**config.mk**
```make
export PLATFORM = sky130hd
export DESIGN_NAME = memreq_issue
export DESIGN_NICKNAME = d
export VERILOG_FILES = /design/src/rtl/memreq_pkg.sv /design/src/rtl/memreq_fifo.sv /design/src/rtl/memreq_issue.sv
export SDC_FILE = /design/constraint.sdc
export NUM_CORES = 2
export LEC_CHECK = 0
export CORE_MARGIN = 2
export CORE_UTILIZATION = 25
export DETAILED_ROUTE_END_ITERATION = 10
export PLACE_DENSITY = 0.39
export SLEW_MARGIN = 0
export SYNTH_ARGS = -nofsm -noshare
export SYNTH_HDL_FRONTEND = slang
export SYNTH_HIERARCHICAL = 1
export SYNTH_SLANG_ARGS = --single-unit
```
**constraint.sdc**
```tcl
create_clock -name clk -period 16.2 [get_ports clk]
set_input_delay 3.24 -clock clk [delete_from_list [all_inputs] [get_ports clk]]
set_output_delay 3.24 -clock clk [all_outputs]
set_load 0.02 [all_outputs]
```
**src/rtl/memreq_pkg.sv**
```systemverilog
// Shared widths and entry types for the per-lane memblk request issuer.
// Line-index bounds select the address bits used for read-after-write ordering.
package memreq_pkg;

    localparam int ADDR_W  = 39;
    localparam int PHY_W   = 40;
    localparam int WDATA_W = 533;
    localparam int LINE_HI = 36;
    localparam int LINE_LO = 4;
    localparam int LINE_W  = LINE_HI - LINE_LO + 1;

    typedef struct packed {
        logic [ADDR_W-1:0] addr;
        logic [PHY_W-1:0]  phy;
    } rd_ent_t;

    typedef struct packed {
        logic [ADDR_W-1:0]  addr;
        logic [WDATA_W-1:0] data;
    } wr_ent_t;

    function automatic logic [LINE_W-1:0] line_of(input logic [ADDR_W-1:0] a);
        return a[LINE_HI:LINE_LO];
    endfunction

endpackage

```
**src/rtl/memreq_fifo.sv**
```systemverilog
// Purpose: generic synchronous FIFO exposing head storage, full/empty and count.
// Latency: a push into an empty FIFO is visible at the head in the next cycle.
// Backpressure: pushes are dropped while full (registered count), pops ignored while empty.
module memreq_fifo #(
    parameter int W     = 8,
    parameter int DEPTH = 4
) (
    input  logic                     clk,
    input  logic                     rst,
    input  logic                     push,
    input  logic [W-1:0]             push_dat,
    input  logic                     pop,
    output logic [W-1:0]             head,
    output logic                     full,
    output logic                     empty,
    output logic [$clog2(DEPTH):0]   count
);

    localparam int PW = $clog2(DEPTH);

    logic [W-1:0]  mem [DEPTH];
    logic [PW-1:0] wp, rp, hp;
    logic [PW:0]   cnt;
    logic          do_push, do_pop;

    assign full    = (cnt == (PW+1)'(DEPTH));
    assign empty   = (cnt == '0);
    assign count   = cnt;
    assign do_push = push && !full;
    assign do_pop  = pop && !empty;

    // Once drained, keep presenting the entry that was popped last.
    assign hp   = empty ? rp - PW'(1) : rp;
    assign head = mem[hp];

    always_ff @(posedge clk or negedge rst) begin
        if (!rst) begin
            wp  <= '0;
            rp  <= '0;
            cnt <= '0;
        end else begin
            if (do_push) wp <= wp + PW'(1);
            if (do_pop)  rp <= rp + PW'(1);
            case ({do_push, do_pop})
                2'b10:   cnt <= cnt + (PW+1)'(1);
                2'b01:   cnt <= cnt - (PW+1)'(1);
                default: cnt <= cnt;
            endcase
        end
    end

    always_ff @(posedge clk) begin
        if (do_push) mem[wp] <= push_dat;
    end

endmodule

```
**src/rtl/memreq_issue.sv**
```systemverilog
// Purpose: per-lane read/write issuer into memblk with read credits; MEMREQ_RAW_ORDER_EN adds RAW hold.
// Latency: request accepted at edge N drives mem_*en in cycle N+1 when the FIFO was empty.
// Backpressure: req_*_ready is FIFO not-full; memblk stall freezes issue, reads also wait for credit.
module memreq_issue
    import memreq_pkg::*;
#(
    parameter int DEPTH      = 4,
    parameter int MAX_RD_OUT = 63
) (
    input  logic               clk,
    input  logic               rst,
    input  logic               stall,
    input  logic               req_rd_valid,
    output logic               req_rd_ready,
    input  logic [ADDR_W-1:0]  req_rd_addr,
    input  logic [PHY_W-1:0]   req_rd_phy,
    input  logic               req_wr_valid,
    output logic               req_wr_ready,
    input  logic [ADDR_W-1:0]  req_wr_addr,
    input  logic [WDATA_W-1:0] req_wr_data,
    output logic [ADDR_W-1:0]  mem_rdaddr0,
    output logic [PHY_W-1:0]   mem_rdphydata0,
    output logic               mem_rden,
    output logic [ADDR_W-1:0]  mem_wraddr0,
    output logic [WDATA_W-1:0] mem_wrdata,
    output logic               mem_wren,
    input  logic               rsp_rden,
    output logic [5:0]         rd_outstanding,
    output logic               idle,
    output logic               cnt_err
);

    localparam int         PW    = $clog2(DEPTH);
    localparam logic [5:0] MAX_C = 6'(MAX_RD_OUT);

    rd_ent_t     rd_in, rd_head;
    wr_ent_t     wr_in, wr_head;
    logic        rd_full, rd_empty, wr_full, wr_empty;
    logic [PW:0] rd_cnt, wr_cnt;
    logic        rd_push, wr_push, rd_pop, wr_pop;
    logic        raw_hold;
    logic        rsp_ok;

    assign rd_in   = '{addr: req_rd_addr, phy: req_rd_phy};
    assign wr_in   = '{addr: req_wr_addr, data: req_wr_data};
    assign rd_push = req_rd_valid && req_rd_ready;
    assign wr_push = req_wr_valid && req_wr_ready;

    memreq_fifo #(.W($bits(rd_ent_t)), .DEPTH(DEPTH)) u_rd_fifo (
        .clk(clk), .rst(rst), .push(rd_push), .push_dat(rd_in), .pop(rd_pop),
        .head(rd_head), .full(rd_full), .empty(rd_empty), .count(rd_cnt)
    );

    memreq_fifo #(.W($bits(wr_ent_t)), .DEPTH(DEPTH)) u_wr_fifo (
        .clk(clk), .rst(rst), .push(wr_push), .push_dat(wr_in), .pop(wr_pop),
        .head(wr_head), .full(wr_full), .empty(wr_empty), .count(wr_cnt)
    );

    assign req_rd_ready   = !rd_full;
    assign req_wr_ready   = !wr_full;
    assign mem_rdaddr0    = rd_head.addr;
    assign mem_rdphydata0 = rd_head.phy;
    assign mem_wraddr0    = wr_head.addr;
    assign mem_wrdata     = wr_head.data;

    assign mem_rden = !rd_empty && (rd_outstanding < MAX_C) && !raw_hold;
    assign mem_wren = !wr_empty;
    assign rd_pop   = mem_rden && !stall;
    assign wr_pop   = mem_wren && !stall;
    assign idle     = (rd_cnt == '0) && (wr_cnt == '0) && (rd_outstanding == '0);

`ifdef MEMREQ_RAW_ORDER_EN
    // Shadow of the queued write line indices, kept in lockstep with the write FIFO.
    logic [LINE_W-1:0] tag [DEPTH];
    logic [PW-1:0]     tag_wp, tag_rp, off;

    always_ff @(posedge clk or negedge rst) begin
        if (!rst) begin
            tag_wp <= '0;
            tag_rp <= '0;
        end else begin
            if (wr_push) tag_wp <= tag_wp + PW'(1);
            if (wr_pop)  tag_rp <= tag_rp + PW'(1);
        end
    end

    always_ff @(posedge clk) begin
        if (wr_push) tag[tag_wp] <= line_of(req_wr_addr);
    end

    always_comb begin
        raw_hold = 1'b0;
        off      = '0;
        for (int i = 0; i < DEPTH; i++) begin
            off = PW'(i) - tag_rp;
            if (({1'b0, off} < wr_cnt) && (tag[i] == line_of(rd_head.addr)))
                raw_hold = 1'b1;
        end
    end
`else
    assign raw_hold = 1'b0;
`endif

    // A return seen with no reads in flight is spurious: flag it, don't decrement.
    assign rsp_ok = rsp_rden && (rd_outstanding != '0);

    always_ff @(posedge clk or negedge rst) begin
        if (!rst) begin
            rd_outstanding <= '0;
            cnt_err        <= 1'b0;
        end else begin
            if (rsp_rden && (rd_outstanding == '0)) cnt_err <= 1'b1;
            case ({rd_pop, rsp_ok})
                2'b10:   rd_outstanding <= rd_outstanding + 6'd1;
                2'b01:   rd_outstanding <= rd_outstanding - 6'd1;
                default: rd_outstanding <= rd_outstanding;
            endcase
        end
    end

endmodule

```
# [Word level (Yosys, flattened, before mapping)]
# Memories as Yosys holds them, arrays and structs flattened.
# Index checks and enable logic that the tools add are counted.
[word_totals] ramBits=2604 mem_count=2 regBits=21 in_bits=657 out_inout_bits=663
[op_classes] n_reduce_logical=25 addsub=12 order_cmp=1 mux=9 n_eq_ne=8
[memory_table] name="u_wr_fifo.mem" words=4 word_bits=572 read_ports=1 rd_clocked_by_memory_dff=0 wr=1 line="memreq_fifo.sv:21" text="logic [W-1:0] mem [DEPTH];"
[memory_table] name="u_rd_fifo.mem" words=4 word_bits=79 read_ports=1 rd_clocked_by_memory_dff=0 wr=1 line="memreq_fifo.sv:21"
[op_table] operator="$logic_and 1x1->1" count=13
[op_table] operator="$pmux 3 s2" count=2
[op_table] operator="$pmux 6 s2" count=1
[op_table] operator="$add 2x1->2 const B" count=4
[op_table] operator="$add 3x1->3 const B" count=2
[op_table] operator="$add 6x1->6 const B" count=1
[op_table] operator="$eq 2x1->1 const B" count=3
[op_table] operator="$eq 2x2->1 const B" count=3
[op_table] operator="$eq 3x3->1 const B" count=2
[op_table] operator="$logic_not 3->1" count=2
[op_table] operator="$logic_not 6->1" count=1
[op_table] operator="$lt 6x6->1 const B" count=1
[op_table] operator="$reduce_bool 2->1" count=3
[op_table] operator="$reduce_bool 6->1" count=1
[op_table] operator="$sub 3x1->3 const B" count=2
[op_table] operator="$sub 6x1->6 const B" count=1
[op_table] operator="$logic_not 1->1" count=5
[op_table] operator="$mux 1" count=4
[op_table] operator="$mux 2" count=2
[op_table] operator="$sub 2x1->2 const B" count=2

# [Logic depth before layout (Yosys ltp)]
[depth] depth_word=7 depth_mapped=14

# [Modules after synthesis]
# Netlist, hierarchy kept.
[by_module_without_submodules] module="memreq_fifo at u_wr_fifo" cells_per_inst=7099 area_per_inst_um2=99467.9 seq_area_each_um2=68881.1 instances=1
[by_module_without_submodules] module="memreq_fifo at u_rd_fifo" cells_per_inst=1017 area_per_inst_um2=14576.5 seq_area_each_um2=9664.3 instances=1
[by_module_without_submodules] module="memreq_issue" cells_per_inst=68 area_per_inst_um2=595.6 seq_area_each_um2=175.2 instances=1

# [Worst setup path after synthesis]
# Ideal clock, no wire load.
[synth_timing] kind="input -> register" from="input req_wr_valid" to="memory u_wr_fifo/mem[2][0] in the netlist's numbering (enable)" cell_stages=3 t_required_ps=15188 n_path_buf=0 t_arrival_ps=16593 slack_ps=-1406 cell_sequence="nor2b_1 > nor2b_1 > and2_1"
[synth_via] elab_chain_len=4
[synth_rtl] item="start: declaration" line="memreq_issue.sv:17" text="input logic req_wr_valid,"
[synth_rtl] item="$logic_and 1x1->1" line="memreq_issue.sv:47" text="assign wr_push = req_wr_valid && req_wr_ready;"
[synth_rtl] item="$logic_and 1x1->1" line="memreq_fifo.sv:29" text="assign do_push = push && !full;"
[synth_rtl] item="$mux 1" line="memreq_fifo.sv:53" text="if (do_push) mem[wp] <= push_dat;"
[synth_rtl] item="$mux 1 (implied by the code)" line="memreq_fifo.sv:53"
[synth_rtl] item="end: declaration" line="memreq_fifo.sv:21"
# No other way between the ends.

# [Worst setup path after layout]
[layout_timing] from="register u_wr_fifo.rp[0]" to="output mem_wrdata[221]"
[layout_via] elab_chain_len=3
[layout_rtl] item="start: declaration" line="memreq_fifo.sv:22" text="logic [PW-1:0] wp, rp, hp;"
[layout_rtl] item="start signal: assignment" line="memreq_fifo.sv:43" text="if (do_pop) rp <= rp + PW'(1);"
[layout_rtl] item="$sub 2x1->2" line="memreq_fifo.sv:33" text="assign hp = empty ? rp - PW'(1) : rp;"
[layout_rtl] item="$mux 2 (*)" line="memreq_fifo.sv:33"
[layout_rtl] item="$mem_v2 4x572 (*)"
[layout_rtl] item="end: declaration" line="memreq_issue.sv:25" text="output logic [WDATA_W-1:0] mem_wrdata,"
# Every way passes the cells marked *; elsewhere a longest branch is shown, timed or not.

==> results.sh <==
export IMPL_cpPeakStageDelay_ns=0.87
export IMPL_fin_setup_tns_ns=0
export IMPL_fp_coreArea_um2=456000
export IMPL_ctsResizeCount=0
export IMPL_cts_root_buffer="clkbuf_16"
export IMPL_post_drt_wl_per_cell_um=25.8
export IMPL_async_flop_share=0.00800
export IMPL_start_kind="flip-flop"
export IMPL_p_int_mw=18.4
export IMPL_port_buffers=1319
export IMPL_fillers=44900
export IMPL_clock_sinks=2625
export IMPL_postRouteAntennaNets=0
export IMPL_num_rows=248
export IMPL_rsz0062_at_grt="false"
export IMPL_ff_latch_area_um2=78700
export IMPL_power_switching_mw=14.4
export IMPL_area_growth_pct=24.9
export IMPL_power_frac_seq=0.289
export IMPL_insertion_delay_ns=0.93
export IMPL_dp_slack_ns=6.51
export IMPL_grt_pass1_wl_mm=558
export IMPL_status="finished, final reports clean"
export IMPL_overflow=0
export IMPL_combPwrFrac=0.505
export IMPL_power_density_nw_per_um2=229
export IMPL_die_h_um=681
export IMPL_path_cells="buf_4 -> buf_4 -> buf_4 -> buf_4 -> buf_4 -> o31ai_1 -> o32ai_1 -> clkdlybuf4s50_1"
export IMPL_cp_end_kind="output port"
export IMPL_grt_max_degree=208
export IMPL_gp_congestion=0.780
export IMPL_leakage_nw=43.5
export IMPL_cp_top_family="buffers and inverters"
export IMPL_crit_end="mem_wrdata[221]"
export IMPL_nets=9770
export IMPL_routed_wl_mm=400
export IMPL_cts_htree_levels=5
export IMPL_tightest_slew_ns=1.17
export IMPL_cts_hold_fix_buffers=0
export IMPL_worstSetupPathType="flip-flop to output port"
export IMPL_grt_total_usage=0.164
export IMPL_crit_buf_inv=6
export IMPL_relSlewSlack=0.221
export IMPL_cts_buffer_depth=4
export IMPL_grt_pass1_vias=75400
export IMPL_r2r_setup_slack_ns=11.35
export IMPL_ir_worst_vdd_mv=0.258
export IMPL_finalHoldViolCount=0
export IMPL_synth_seq_area_share=0.687
export IMPL_vias=77700
export IMPL_clkPwrFrac=0.206
export IMPL_period_share=0.652
export IMPL_drt_iter0_drc=4594
export IMPL_dr_pass1_iters=6
export IMPL_hold_depth=1
export IMPL_maxCapViolations=0
export IMPL_dieArea_um2=464000
export IMPL_syn_inst=8184
export IMPL_worst_endpoint_arrival_ns=7.32
export IMPL_post_cts_setup_buffer_count=0
export IMPL_reg2reg_from="u_wr_fifo/count[1]"
export IMPL_cp_num_cells=8
export IMPL_initial_core_util=0.251
export IMPL_synth_area_um2=115000
export IMPL_cts_tree="yes"
export IMPL_avgSynthCellArea_um2=14.0
export IMPL_antenna_found_initial=199
export IMPL_drive_gt1_frac=0.0640
export IMPL_slew_viol_final=0
export IMPL_dieWidth_um=681
export IMPL_drc=0
export IMPL_ys_flop_type="edfxtp_1"
export IMPL_crit_top_cell="buf_4"
export IMPL_required_ns=12.96
export IMPL_setup_viol=0
export IMPL_clk_pin_slew_ns=0.06
export IMPL_utilization=0.314
export IMPL_yosysWarningCount=6
export IMPL_r2r_end="u_wr_fifo/mem[0][219]"
export IMPL_numCtsBuffers=323
export IMPL_p_sw_frac=0.438
export IMPL_dpl_hpwl_mm=255
export IMPL_timing_hold_ws_ns=0.479
export IMPL_synth_edf_count=2604
export IMPL_crit_path_max_fanout=88
export IMPL_min_period_ns=10.56
export IMPL_synth_ff_latch_count=2625
export IMPL_io_pins=1320
export IMPL_hold_path_class="flip-flop to flip-flop"
export IMPL_crit_slowest_cell="dfrtp_4"
export IMPL_cp_startpoint="u_wr_fifo/rp[0]"
export IMPL_finClkSkew_ns=0.0481
export IMPL_multi_input_area_um2=32300
export IMPL_clock_fmax_mhz=94.7
export IMPL_p_total_mw=32.8
export IMPL_via_per_inst=5.00
export IMPL_yosys_cell_types_count=53
export IMPL_setup_ws_ns=5.64
export IMPL_reg2regPathDepth=8
export IMPL_syn_nets=8859
==> cell families after synthesis <==
logic type | synth area share
flip-flops | 0.687
AND/OR/NAND/NOR | 0.126
AO/OA/AOI/OAI | 0.144
buffers and inverters | 0.0323
multiplexers | 0.00731
adder cells (fa/ha/maj) | 0.00216
XOR/XNOR | 0.00153
==> cells in the mapped netlist, drive strengths merged, types with 7 or more instances <==
master | count | area (um^2)
edfxtp | 2604 | 78200
o21ai | 7 | 35.0
o32ai | 571 | 5000
clkbuf | 542 | 2030
nor2 | 1229 | 4620
buf | 328 | 1570
o311ai | 649 | 5680
xnor2 | 9 | 105
ha | 15 | 188
nand2 | 11 | 41.3
mux2i | 80 | 801
nor2b | 9 | 56.3
nand3b | 1220 | 9160
inv | 25 | 101
o31ai | 572 | 4290
and2 | 11 | 68.8
a22oi | 80 | 691
nor3 | 80 | 400
xor2 | 8 | 70.1
a211o | 78 | 683
dfrtp | 21 | 526
==> layout by cell type, fill, tap and decap left out, types with 7 or more instances in the layout <==
cell | Yosys | layout
xnor2_1 | 7 | 7
a211o_1 | 78 | 78
xor2_1 | 8 | 8
nand2_1 | 11 | 11
a22oi_2 | 18 | 18
o21ai_0 | 7 | 7
clkbuf_16 | 0 | 329
buf_12 | 0 | 21
dfrtp_1 | 21 | 17
and2_4 | 0 | 8
inv_1 | 24 | 24
clkdlybuf4s50_1 | 0 | 1319
o32ai_1 | 571 | 571
a22oi_1 | 62 | 62
edfxtp_1 | 2604 | 2604
nor2b_1 | 9 | 9
inv_6 | 0 | 13
clkinv_2 | 0 | 46
o311ai_0 | 579 | 579
nand3b_1 | 1220 | 1220
mux2i_1 | 80 | 80
diode_2 | 0 | 60
clkinv_1 | 0 | 75
bufinv_16 | 0 | 11
ha_1 | 15 | 15
buf_4 | 12 | 116
clkbuf_1 | 542 | 80
o311ai_1 | 70 | 70
o31ai_1 | 572 | 572
nor3_1 | 80 | 80
nor2_1 | 1228 | 1228
==> sequential cells by signal, indices dropped and copies added (netlist names) <==
register         cells
u_wr_fifo/mem     2288
rd_outstanding       6
u_rd_fifo/rp         2
u_rd_fifo/count      3
u_wr_fifo/rp         2
u_rd_fifo/wp         2
cnt_err              1
u_wr_fifo/count      3
u_wr_fifo/wp         2
u_rd_fifo/mem      316
==> routing by layer <==
layer	up-vias	global-route usage	share of wire
li1	35300	-	-
met1	39600	0.193	0.40
met2	1984	0.276	0.48
met3	739	0.0507	0.075
met4	100	0.0682	0.043
met5	-	0	0.0016
==> through the flow <==
stage                     instances  cell area, um^2
after global placement        14900           133000
after CTS                     15500           143000
after floorplan                8184           115000
after global routing          15500           143000
after detailed placement      14900           133000
final                         15500           143000
==> worst min path at each step <==
| stage | startpoint | end | slack, ns |
|---|---|---|---|
| 3_3_place_gp | cnt_err | cnt_err | 0.46 |
| 6_report | cnt_err | cnt_err | 0.48 |
| 4_1_cts | cnt_err | cnt_err | 0.48 |
| 2_1_floorplan | u_rd_fifo/count[2] | u_rd_fifo/count[2] | 0.46 |
| 3_5_place_dp | cnt_err | cnt_err | 0.46 |
| 5_1_grt | cnt_err | cnt_err | 0.50 |
==> power by group through the flow <==
stage	sequential (mW)	combinational, mW	clock, mW
after detailed placement	9.61	16.8	0
final	9.47	16.6	6.77
after global routing	9.60	17.8	7.27
after global placement	9.57	16.7	0
after CTS	9.48	16.9	7.03
after floorplan	9.91	9.25	0
==> layout make-up <==
class	instances	share of cell area
Clock buffer	411	0.0598
Multi-Input combinational cell	4664	0.225
Inverter	25	0.000708
Timing Repair Buffer	1456	0.101
Tap cell	6125	0.0535
Sequential cell	2625	0.550
Clock inverter	162	0.00854
Antenna cell	60	0.00105
(Power assumes the default switching activity.)
